`src/rtl/key_pkg.sv`:
```
// Shared definitions for the key debouncer: per-channel FSM encoding and
// default timing constants for a 50 MHz system clock.
package key_pkg;

    // Default timing at 50 MHz: 20 ms sample period, 1 s long-press
    localparam int unsigned KEY_CLK_DIV_20MS = 1_000_000;
    localparam int unsigned KEY_LONG_1S      = 50;

    // Per-channel FSM state
    typedef logic [1:0] key_fsm_t;
    localparam key_fsm_t ST_RELEASED = 2'd0;
    localparam key_fsm_t ST_PRESSED  = 2'd1;
    localparam key_fsm_t ST_HELD     = 2'd2;

endpackage

```
`src/rtl/key_debounce_multi_if.sv`:
```
// Key debouncer bus: raw key levels in, debounced levels and event pulses out.
//   key_in      raw asynchronous key levels
//   key_state   debounced level, 1 = pressed
//   key_press   1-clk pulse on released->pressed
//   key_release 1-clk pulse on pressed->released
//   key_long    1-clk pulse once per press after the long-press hold time
//   any_event   OR of all event pulses
//   sample_tick 1-clk strobe at each sample instant
// master = key source / consumer side, slave = debouncer side.
interface key_debounce_multi_if #(
    parameter int unsigned N_KEYS = 16
);
    logic [N_KEYS-1:0] key_in;
    logic [N_KEYS-1:0] key_state;
    logic [N_KEYS-1:0] key_press;
    logic [N_KEYS-1:0] key_release;
    logic [N_KEYS-1:0] key_long;
    logic              any_event;
    logic              sample_tick;

    modport master (
        output key_in,
        input  key_state, key_press, key_release, key_long, any_event, sample_tick
    );

    modport slave (
        input  key_in,
        output key_state, key_press, key_release, key_long, any_event, sample_tick
    );
endinterface

```
`src/rtl/key_debounce_ch.sv`:
```
// One debounce channel: 2-flop synchroniser, stability counter, hold counter
// and RELEASED/PRESSED/HELD FSM, all advanced only on the shared sample tick.
//   clk, rstn   clock, async active-low reset
//   tick_i      shared sample strobe
//   key_i       raw key level
//   state_o     debounced level, 1 = pressed (registered)
//   press_o     press pulse (registered)
//   release_o   release pulse (registered)
//   long_o      long-press pulse (registered)
//   evt_c_o     next-cycle value of press|release|long (combinational)
module key_debounce_ch
    import key_pkg::*;
#(
    parameter int unsigned STABLE_SAMPLES = 3,
    parameter int unsigned LONG_TICKS     = KEY_LONG_1S,
    parameter bit          ACTIVE_LOW     = 1'b1
) (
    input  logic clk,
    input  logic rstn,
    input  logic tick_i,
    input  logic key_i,
    output logic state_o,
    output logic press_o,
    output logic release_o,
    output logic long_o,
    output logic evt_c_o
);

    localparam int unsigned DW = $clog2(STABLE_SAMPLES + 1);
    localparam int unsigned HW = (LONG_TICKS == 0) ? 1 : $clog2(LONG_TICKS + 1);

    logic          sync1_q, sync2_q;
    logic [DW-1:0] dcnt_q, dcnt_d;
    logic [HW-1:0] hcnt_q, hcnt_d;
    key_fsm_t      st_q, st_d;
    logic          state_q, state_d;
    logic          press_q, press_d;
    logic          rel_q, rel_d;
    logic          long_q, long_d;
    logic          smp;
    logic          qual;

    // Normalised sample: 1 = pressed regardless of pin polarity
    assign smp = sync2_q ^ ACTIVE_LOW;

    // Synchroniser, reset to the released pin level
    always_ff @(posedge clk or negedge rstn) begin
        if (!rstn) begin
            sync1_q <= ACTIVE_LOW;
            sync2_q <= ACTIVE_LOW;
        end else begin
            sync1_q <= key_i;
            sync2_q <= sync1_q;
        end
    end

    // State and output registers
    always_ff @(posedge clk or negedge rstn) begin
        if (!rstn) begin
            dcnt_q  <= '0;
            hcnt_q  <= '0;
            st_q    <= ST_RELEASED;
            state_q <= 1'b0;
            press_q <= 1'b0;
            rel_q   <= 1'b0;
            long_q  <= 1'b0;
        end else begin
            dcnt_q  <= dcnt_d;
            hcnt_q  <= hcnt_d;
            st_q    <= st_d;
            state_q <= state_d;
            press_q <= press_d;
            rel_q   <= rel_d;
            long_q  <= long_d;
        end
    end

    // Qualification, hold counting and FSM transitions
    always_comb begin
        dcnt_d  = dcnt_q;
        hcnt_d  = hcnt_q;
        st_d    = st_q;
        press_d = 1'b0;
        rel_d   = 1'b0;
        long_d  = 1'b0;
        qual    = 1'b0;

        if (tick_i) begin
            // Any agreeing sample restarts qualification
            if (smp != state_q) begin
                if (dcnt_q == DW'(STABLE_SAMPLES - 1)) begin
                    qual   = 1'b1;
                    dcnt_d = '0;
                end else begin
                    dcnt_d = dcnt_q + DW'(1);
                end
            end else begin
                dcnt_d = '0;
            end

            case (st_q)
                ST_RELEASED: begin
                    if (qual) begin
                        st_d    = ST_PRESSED;
                        press_d = 1'b1;
                        hcnt_d  = '0;
                    end
                end
                ST_PRESSED: begin
                    // Release wins over long-press on the same tick
                    if (qual) begin
                        st_d   = ST_RELEASED;
                        rel_d  = 1'b1;
                        hcnt_d = '0;
                    end else if ((LONG_TICKS != 0) && (hcnt_q == HW'(LONG_TICKS - 1))) begin
                        st_d   = ST_HELD;
                        long_d = 1'b1;
                    end else if (hcnt_q != '1) begin
                        hcnt_d = hcnt_q + HW'(1);
                    end
                end
                ST_HELD: begin
                    if (qual) begin
                        st_d   = ST_RELEASED;
                        rel_d  = 1'b1;
                        hcnt_d = '0;
                    end
                end
                default: begin
                    st_d = ST_RELEASED;
                end
            endcase
        end

        state_d = (st_d != ST_RELEASED);
    end

    assign state_o   = state_q;
    assign press_o   = press_q;
    assign release_o = rel_q;
    assign long_o    = long_q;
    assign evt_c_o   = press_d | rel_d | long_d;

endmodule

```
`src/rtl/key_debounce_multi.sv`:
```
// N-channel push-button debouncer: shared sample-tick divider feeding one
// key_debounce_ch per key, plus a registered any-event flag.
//   clk    system clock
//   rstn   async active-low reset
//   bus    key_debounce_multi_if slave: key_in in; key_state, key_press,
//          key_release, key_long, any_event, sample_tick out (all registered)
module key_debounce_multi
    import key_pkg::*;
#(
    parameter int unsigned N_KEYS         = 16,
    parameter int unsigned CLK_DIV        = KEY_CLK_DIV_20MS,
    parameter int unsigned STABLE_SAMPLES = 3,
    parameter int unsigned LONG_TICKS     = KEY_LONG_1S,
    parameter bit          ACTIVE_LOW     = 1'b1
) (
    input  logic                 clk,
    input  logic                 rstn,
    key_debounce_multi_if.slave  bus
);

    localparam int unsigned CW = (CLK_DIV > 1) ? $clog2(CLK_DIV) : 1;

    logic [CW-1:0]     cnt_q, cnt_d;
    logic              tick_q, tick_d;
    logic              any_q, any_d;
    logic [N_KEYS-1:0] evt_c;
    logic [N_KEYS-1:0] state_w, press_w, rel_w, long_w;

    // Divider; tick register is high exactly while cnt_q == CLK_DIV-1
    always_comb begin
        cnt_d  = (cnt_q == CW'(CLK_DIV - 1)) ? '0 : cnt_q + CW'(1);
        tick_d = (cnt_d == CW'(CLK_DIV - 1));
        any_d  = |evt_c;
    end

    always_ff @(posedge clk or negedge rstn) begin
        if (!rstn) begin
            cnt_q  <= '0;
            tick_q <= 1'b0;
            any_q  <= 1'b0;
        end else begin
            cnt_q  <= cnt_d;
            tick_q <= tick_d;
            any_q  <= any_d;
        end
    end

    for (genvar i = 0; i < int'(N_KEYS); i++) begin : g_ch
        key_debounce_ch #(
            .STABLE_SAMPLES (STABLE_SAMPLES),
            .LONG_TICKS     (LONG_TICKS),
            .ACTIVE_LOW     (ACTIVE_LOW)
        ) u_ch (
            .clk       (clk),
            .rstn      (rstn),
            .tick_i    (tick_q),
            .key_i     (bus.key_in[i]),
            .state_o   (state_w[i]),
            .press_o   (press_w[i]),
            .release_o (rel_w[i]),
            .long_o    (long_w[i]),
            .evt_c_o   (evt_c[i])
        );
    end

    assign bus.key_state   = state_w;
    assign bus.key_press   = press_w;
    assign bus.key_release = rel_w;
    assign bus.key_long    = long_w;
    assign bus.any_event   = any_q;
    assign bus.sample_tick = tick_q;

endmodule
```
`src/flat_wrapper.sv`:
```
// flat-port wrapper written by rule: the top's interface ports become plain ports
module key_debounce_multi_flat import key_pkg::*;
#(
    parameter int unsigned N_KEYS         = 16,
    parameter int unsigned CLK_DIV        = KEY_CLK_DIV_20MS,
    parameter int unsigned STABLE_SAMPLES = 3,
    parameter int unsigned LONG_TICKS     = KEY_LONG_1S,
    parameter bit          ACTIVE_LOW     = 1'b1
)
  (clk, rstn, bus_key_in, bus_key_state, bus_key_press, bus_key_release, bus_key_long, bus_any_event, bus_sample_tick);
  key_debounce_multi_if #(.N_KEYS(N_KEYS)) bus_i ();
  input  logic clk;
  input  logic rstn;
  input wire logic [$bits(bus_i.key_in)-1:0] bus_key_in;
  output wire logic [$bits(bus_i.key_state)-1:0] bus_key_state;
  output wire logic [$bits(bus_i.key_press)-1:0] bus_key_press;
  output wire logic [$bits(bus_i.key_release)-1:0] bus_key_release;
  output wire logic [$bits(bus_i.key_long)-1:0] bus_key_long;
  output wire logic [$bits(bus_i.any_event)-1:0] bus_any_event;
  output wire logic [$bits(bus_i.sample_tick)-1:0] bus_sample_tick;
  assign bus_i.key_in = bus_key_in;
  assign bus_key_state = bus_i.key_state;
  assign bus_key_press = bus_i.key_press;
  assign bus_key_release = bus_i.key_release;
  assign bus_key_long = bus_i.key_long;
  assign bus_any_event = bus_i.any_event;
  assign bus_sample_tick = bus_i.sample_tick;
  key_debounce_multi #(.N_KEYS(N_KEYS), .CLK_DIV(CLK_DIV), .STABLE_SAMPLES(STABLE_SAMPLES), .LONG_TICKS(LONG_TICKS), .ACTIVE_LOW(ACTIVE_LOW)) u_core (.clk(clk), .rstn(rstn), .bus(bus_i));
endmodule
```
`config.mk`:
```
export PLATFORM = sky130hd
export DESIGN_NAME = key_debounce_multi_flat
export DESIGN_NICKNAME = d
export VERILOG_FILES = /design/src/rtl/key_pkg.sv /design/src/rtl/key_debounce_multi_if.sv /design/src/rtl/key_debounce_ch.sv /design/src/rtl/key_debounce_multi.sv /design/src/flat_wrapper.sv
export SDC_FILE = /design/constraint.sdc
export NUM_CORES = 1
export LEC_CHECK = 0
export ABC_AREA = 1
export BUFFER_PORTS_ARGS = -buffer_cell sky130_fd_sc_hd__buf_2
export CAP_MARGIN = 30
export CORE_MARGIN = 2
export CORE_UTILIZATION = 39
export CTS_CLUSTER_SIZE = 10
export DETAILED_ROUTE_END_ITERATION = 6
export GPL_TIMING_DRIVEN = 0
export PLACE_DENSITY = 0.57
export RECOVER_POWER = 25
export SYNTH_ARGS = -nofsm -noshare
export SYNTH_HDL_FRONTEND = slang
export SYNTH_HIERARCHICAL = 1
export SYNTH_SLANG_ARGS = --single-unit
```
`constraint.sdc`:
```
create_clock -name clk -period 3.2 [get_ports clk]
set_input_delay 0.32 -clock clk [delete_from_list [all_inputs] [get_ports clk]]
set_output_delay 0.32 -clock clk [all_outputs]
set_load 0.01 [all_outputs]
```
Word level (Yosys, flattened, before mapping)
Index checks and enable logic that the tools add are counted.
{ "classes": {"add_sub_neg": 33, "reduce_logical": 97, "mux": 401, "n_bitwise": 48, "n_eq_ne": 146} }
{ "op_table": {"columns": ["op", "n"], "rows": [
  ["$mux 6", 64],
  ["$mux 2", 112],
  ["$mux 1", 192],
  ["$pmux 6 s2", 16],
  ["$add 6x1->6 const B", 16],
  ["$eq 6x6->1 const B", 16],
  ["$ne 3x3->1 const B", 32],
  ["$ne 6x6->1 const B", 16],
  ["$pmux 2 s3", 16],
  ["$reduce_and 5->1", 16],
  ["$eq 2x2->1 const B", 32],
  ["$reduce_bool 2->1", 32],
  ["$reduce_or 2->1", 32],
  ["$eq 20x20->1 const B", 2],
  ["$add 2x1->2 const B", 16],
  ["$eq 2x1->1 const B", 16],
  ["$logic_not 2->1", 16],
  ["$ne 2x1->1 const B", 16],
  ["$or 1x1->1", 32],
  ["$add 20x1->20 const B", 1],
  ["$mux 20", 1],
  ["$ne 1x1->1", 16],
  ["$not 1->1", 16],
  ["$reduce_or 16->1", 1]
]} }
{ "word_totals": {"output_inout_bits": 66, "elab_cells": 872, "register_bits": 278, "inputBits": 18} }

Depth between registers and ports, before layout
{ "depth": {"word_depth": 10, "depth_mapped": 12, "mapped_depth_nobuf": 12} }

Hierarchy
The synthesis kept the hierarchy.
{ "modules_own_cells": {"columns": ["module", "seq_area_each_um2", "area_per_inst_um2", "n_inst", "cells_per_inst"], "rows": [
  ["key_debounce_ch (u_core.g_ch[0].u_ch ...)", 402.9, 1022.2, 10, 137],
  ["key_debounce_ch (u_core.g_ch[5].u_ch ...)", 402.9, 1024.7, 5, 137],
  ["key_debounce_multi", 550.5, 1411.4, 1, 208],
  ["key_debounce_ch (u_core.g_ch[4].u_ch)", 402.9, 970.9, 1, 132]
]} }

Worst setup path after synthesis
OpenSTA, ideal clock, no wires.
{ "synth_timing": {"path_kind": "register -> register", "start": "register u_core.tick_q (netlist: u_core/bus.sample_tick)", "end": "register u_core.g_ch[4].u_ch.hcnt_q[3]", "period_less_slack_ns": 3.136, "path_slack_ns": 0.064, "t_required_ns": 3.135, "path_stages_with_launch": 8, "setup_time_ns": 0.065, "arrival_ns": 3.072, "n_path_buf": 1, "path_cell_list": "dfrtp_1 -> buf_2 -> inv_2 -> a21oi_1 -> nand2_1 -> nor2_2 -> nand2_1 -> nand2_1"} }
{ "synth_via": {"elab_chain_cells": 1} }
{ "synth_lines": {"columns": ["item", "line_no", "source"], "rows": [
  ["start: declaration", "key_debounce_multi.sv:24", "logic tick_q, tick_d;"],
  ["start signal: assignment", "key_debounce_multi.sv:43", "tick_q <= tick_d;"],
  ["$reduce_and 5->1 (no source line)", null, null],
  ["end signal: assignment", "key_debounce_ch.sv:69", "hcnt_q <= hcnt_d;"],
  ["end: declaration", "key_debounce_ch.sv:34", "logic [HW-1:0] hcnt_q, hcnt_d;"]
]} }
Every way passes these cells.
A chain may end at the register's enable or synchronous reset.

Final worst setup path
{ "layout_timing": {"start": "register u_core.tick_q (netlist: u_core/bus.sample_tick)", "end": "register u_core.any_q (netlist: u_core/bus.any_event)"} }
{ "layout_via": {"elab_cells_between_ends": 81, "classes_between": "48 x mux; 32 x bitwise; 1 x reduce/logical"} }
{ "layout_rtl": {"columns": ["item", "line_no", "source"], "rows": [
  ["$mux 1", "key_debounce_ch.sv:88", "if (tick_i) begin"],
  ["named net u_core.g_ch[9].u_ch.long_d", "key_debounce_ch.sv:39", "logic long_q, long_d;"],
  ["$or 1x1->1", "key_debounce_ch.sv:142", "assign evt_c_o = press_d | rel_d | long_d;"],
  ["named net u_core.evt_c[9]", "key_debounce_multi.sv:26", "logic [N_KEYS-1:0] evt_c;"],
  ["$reduce_or 16->1", "key_debounce_multi.sv:33", "any_d = |evt_c;"],
  ["named net u_core.any_d", "key_debounce_multi.sv:25", "logic any_q, any_d;"],
  ["end signal: assignment", "key_debounce_multi.sv:44", "any_q <= any_d;"],
  ["end: declaration", "key_debounce_multi.sv:25", null]
]} }
The timed path passes the listed nets, and every way through them passes these cells.

==> metrics.md <==
| Metric | Value |
|---|---|
| Initial DRT Pass Iterations | `5` |
| Flops & latches, synth | `278` |
| DRC viols | `0` |
| CTS buffer count | `38` |
| Pin count of the biggest net entering global routing | `105` |
| H-tree Lvls | `2` |
| Storage element area | `7000 µm²` |
| Tightest Pin Transition | `0.752 ns` |
| Hold Path Class | `reg -> reg` |
| CP startpoint | `u_core/bus.sample_tick` |
| Final GP Congestion | `roughly 0.87` |
| Peak supply drop | `0.000305 V` |
| Commonest non-fill, non-tap cell in the layout | `nand2_1` |
| Die Y | `about 220 µm` |
| Antenna fix cells | `0` |
| First DRT Iteration DRCs | `944` |
| Slew Viols, Final | `0` |
| Worst-Skew Late Latency | `roughly 0.54 ns` |
| Post-Route WL | `36600 µm` |
| Startpoint type of the worst setup path | `flop` |
| Finished Cell Area | `20300 µm²` |
| Syn nets | `2510` |
| CTS root buffer | `clkbuf_16` |
| Reg clk slew, reported paths | `0.05 ns` |
| R2R Path Start | `u_core/bus.sample_tick` |
| PwrDens | `385 nW/µm²` |
| Detailed Place HPWL | `26100 µm` |
| Finish-stage setup viols | `0` |
| Worst reg2reg path endpoint | `u_core/bus.any_event` |
| Area Growth Syn to Fin | `14.6%` |
| GRT Overall Usage | `16.0%` |
| I/O pin count | `between 80 and 90` |
| R2r worst-path depth | `7` |
| R2R setup slack | `~0.7 ns` |
| Synth top area cells | `dfrtp_1 35%, nand2_1 16%, inv_1 7.3%` |
| Area leader, netlist | `dfrtp_1` |
| Initial antenna violation count | `0` |
| Multi-input logic area | `9010 µm²` |
| Placement Setup Slack | `0.733 ns` |
| Wire length per cell | `11.6 µm` |
| Die W | `217 µm` |
| CP max FO | `58` |
| Number of global-route vias before repair | `13.9k` |
| Hold Buf Count CTS | `17` |
| Clk sinks | `roughly 280` |
| Post-CTS resize count | `0` |
| CTS tree | `yes` |
| Most frequent cells in the layout | `748 x nand2_1, 348 x inv_1, 297 x nor2_1` |
| Post-CTS Setup Inserts | `0` |
| Data arrival, critical path | `2.87 ns` |
| Core Region | `about 45000 µm²` |
| Vias | `14.5k` |
| Via density | `4.57` |
| PnR worst setup slack | `0.713 ns` |
| PortBufs | `83` |
| Setup crit end | `u_core/bus.any_event` |
| Synth unique cells | `34` |
| RSZ-0062 raised after global routing | `no` |
| Status | `complete, no violations` |
| FILL cells | `about 4.5k` |
| Period minus WS final | `2.49 ns` |
| Top cell type's share of synthesized area | `34.7%` |
| Achievable Freq | `402 MHz` |
| Final Skew | `0.0127 ns` |
| Mapped Cells | `2395` |
| Detail Route Antenna Nets | `0` |
| P_leak | `~0.011 µW` |
| Mapped Area | `roughly 18000 µm²` |
| Max-Cap Viols | `0` |
| Die area | `between 40000 and 50000 µm²` |
| CP required | `approximately 3.6 ns` |
| Max Buffers Root-to-Sink | `3` |
| Synth Warn # | `6` |
| WS Path Type | `reg -> reg` |
| Syn_area_per_cell | `7.40 µm²` |
| Gr ovfl total | `0` |
| Final Hold Viols | `0` |
| Final period util | `77.7%` |
| Initial Util | `39.3%` |
| Post-layout nets | `~2.7k` |
| CP Capture Type | `flop` |
| First-pass GRT wire length | `63800 µm` |
| Share of post-route cells with drive strength above 1 | `16.4%` |
| Dpl cell area | `between 15000 and 20000 µm²` |
| Seq/Total Area, Yosys | `about two fifths` |
| Row count | `a little under 80` |
| Relative slew slack | `49.9%` |
[metrics by stage]
step / instances / TNS [ns] / util, % / power, µW / hold WS [ns]
floorplan: 2395 / 0 / - / 3640 / 0.0244
global placement: 3078 / -1159.89 / 41.9 / 3730 / 0.346
detailed placement: 3081 / 0 / 42.1 / 3740 / 0.347
CTS: 3165 / 0 / 45.2 / 8020 / 0.349
global route: 3165 / 0 / 45.1 / 8170 / 0.346
finish: 3165 / 0 / 45.1 / 7820 / 0.343
[registers in the layout, summed over array words and instances, names as in the netlist, 20 cells and up]
register and cells:
u_core/cnt_q 20, u_core/g_ch.u_ch/dcnt_q 32, u_core/g_ch.u_ch/hcnt_q 96, u_core/g_ch.u_ch/st_q 32
[layout make-up]
| type | count | area share (%) |
|---|---|---|
| clock inverter | 10 | 0.524 |
| buffer | 16 | 0.634 |
| clock buffer | 57 | 5.53 |
| tap | 600 | 3.70 |
| multi-input combinational | 1701 | 44.4 |
| sequential | 278 | 34.5 |
| inverter | 400 | 7.48 |
| timing repair buffer | 103 | 3.29 |
[logic make-up (layout without fill, tap and decap cells)]
group	Yosys count	count (layout)	share of synthesized area, %
AO/OA/AOI/OAI	84	84	3.04
XOR/XNOR	3	3	0.148
adder cells (fa/ha/maj)	97	97	6.85
buffers and inverters	416	586	9.56
flip-flops	278	278	39.5
AND/OR/NAND/NOR	1517	1517	40.9
[worst max-delay path, stage by stage, from the launching register on]
cell     delay, ns
dfrtp_4       0.73
buf_16        0.32
nand3_1       0.16
nor2_1        0.08
nor2_1        0.10
nand2_1       0.12
nor4_1        0.64
nand4_1       0.16
[per-layer routing]
metal / track usage [%] / vias to the layer above / share of wire, %
li1: - / 7609 / -
met1: 20.6 / 6656 / 48
met2: 26.9 / 153 / 46
met3: 2.87 / 50 / 3.9
met4: 5.68 / 0 / 2.5
met5: 0 / - / 0
[Yosys cell counts]
cell type  instances
a21oi_1           18
a21oi_2           15
and2_1             2
buf_2              1
buf_6             15
clkinv_1          10
clkinv_2          15
dfrtp_1          246
dfstp_2           32
ha_1              97
inv_1            347
inv_2             28
nand2_1          747
nand2_2           47
nand2_4           46
nand3_1          226
nand3_2           32
nand3_4            1
nand3b_1           2
nand4_1           27
nor2_1           295
nor2_2            20
nor2_4            18
nor2_8            15
nor3_1             2
nor4_1             4
o21ai_0           17
o21ai_1            1
o21bai_1          17
o22ai_1           16
or2_0             16
or2_1              1
or2_2             16
xor2_1             3
[where the power goes]
part / internal (µW) / total (µW) / switching [µW]
combinational: 34.5 / 119 / 84.8
sequential: 3550 / 3560 / 9.82
clock: 2580 / 4140 / 1560
[how the worst min path moves through the flow]
stage | start | to | cells after the start
3_5_place_dp | u_core/g_ch[8].u_ch/sync1_q | u_core/g_ch[8].u_ch/sync2_q | 0
6_report | u_core/g_ch[8].u_ch/sync1_q | u_core/g_ch[8].u_ch/sync2_q | 0
2_1_floorplan | rstn | u_core/bus.any_event | 0
3_3_place_gp | u_core/g_ch[13].u_ch/sync1_q | u_core/g_ch[13].u_ch/sync2_q | 0
5_1_grt | u_core/g_ch[8].u_ch/sync1_q | u_core/g_ch[8].u_ch/sync2_q | 0
4_1_cts | u_core/g_ch[8].u_ch/sync1_q | u_core/g_ch[8].u_ch/sync2_q | 0
(Power assumes the default switching activity.)
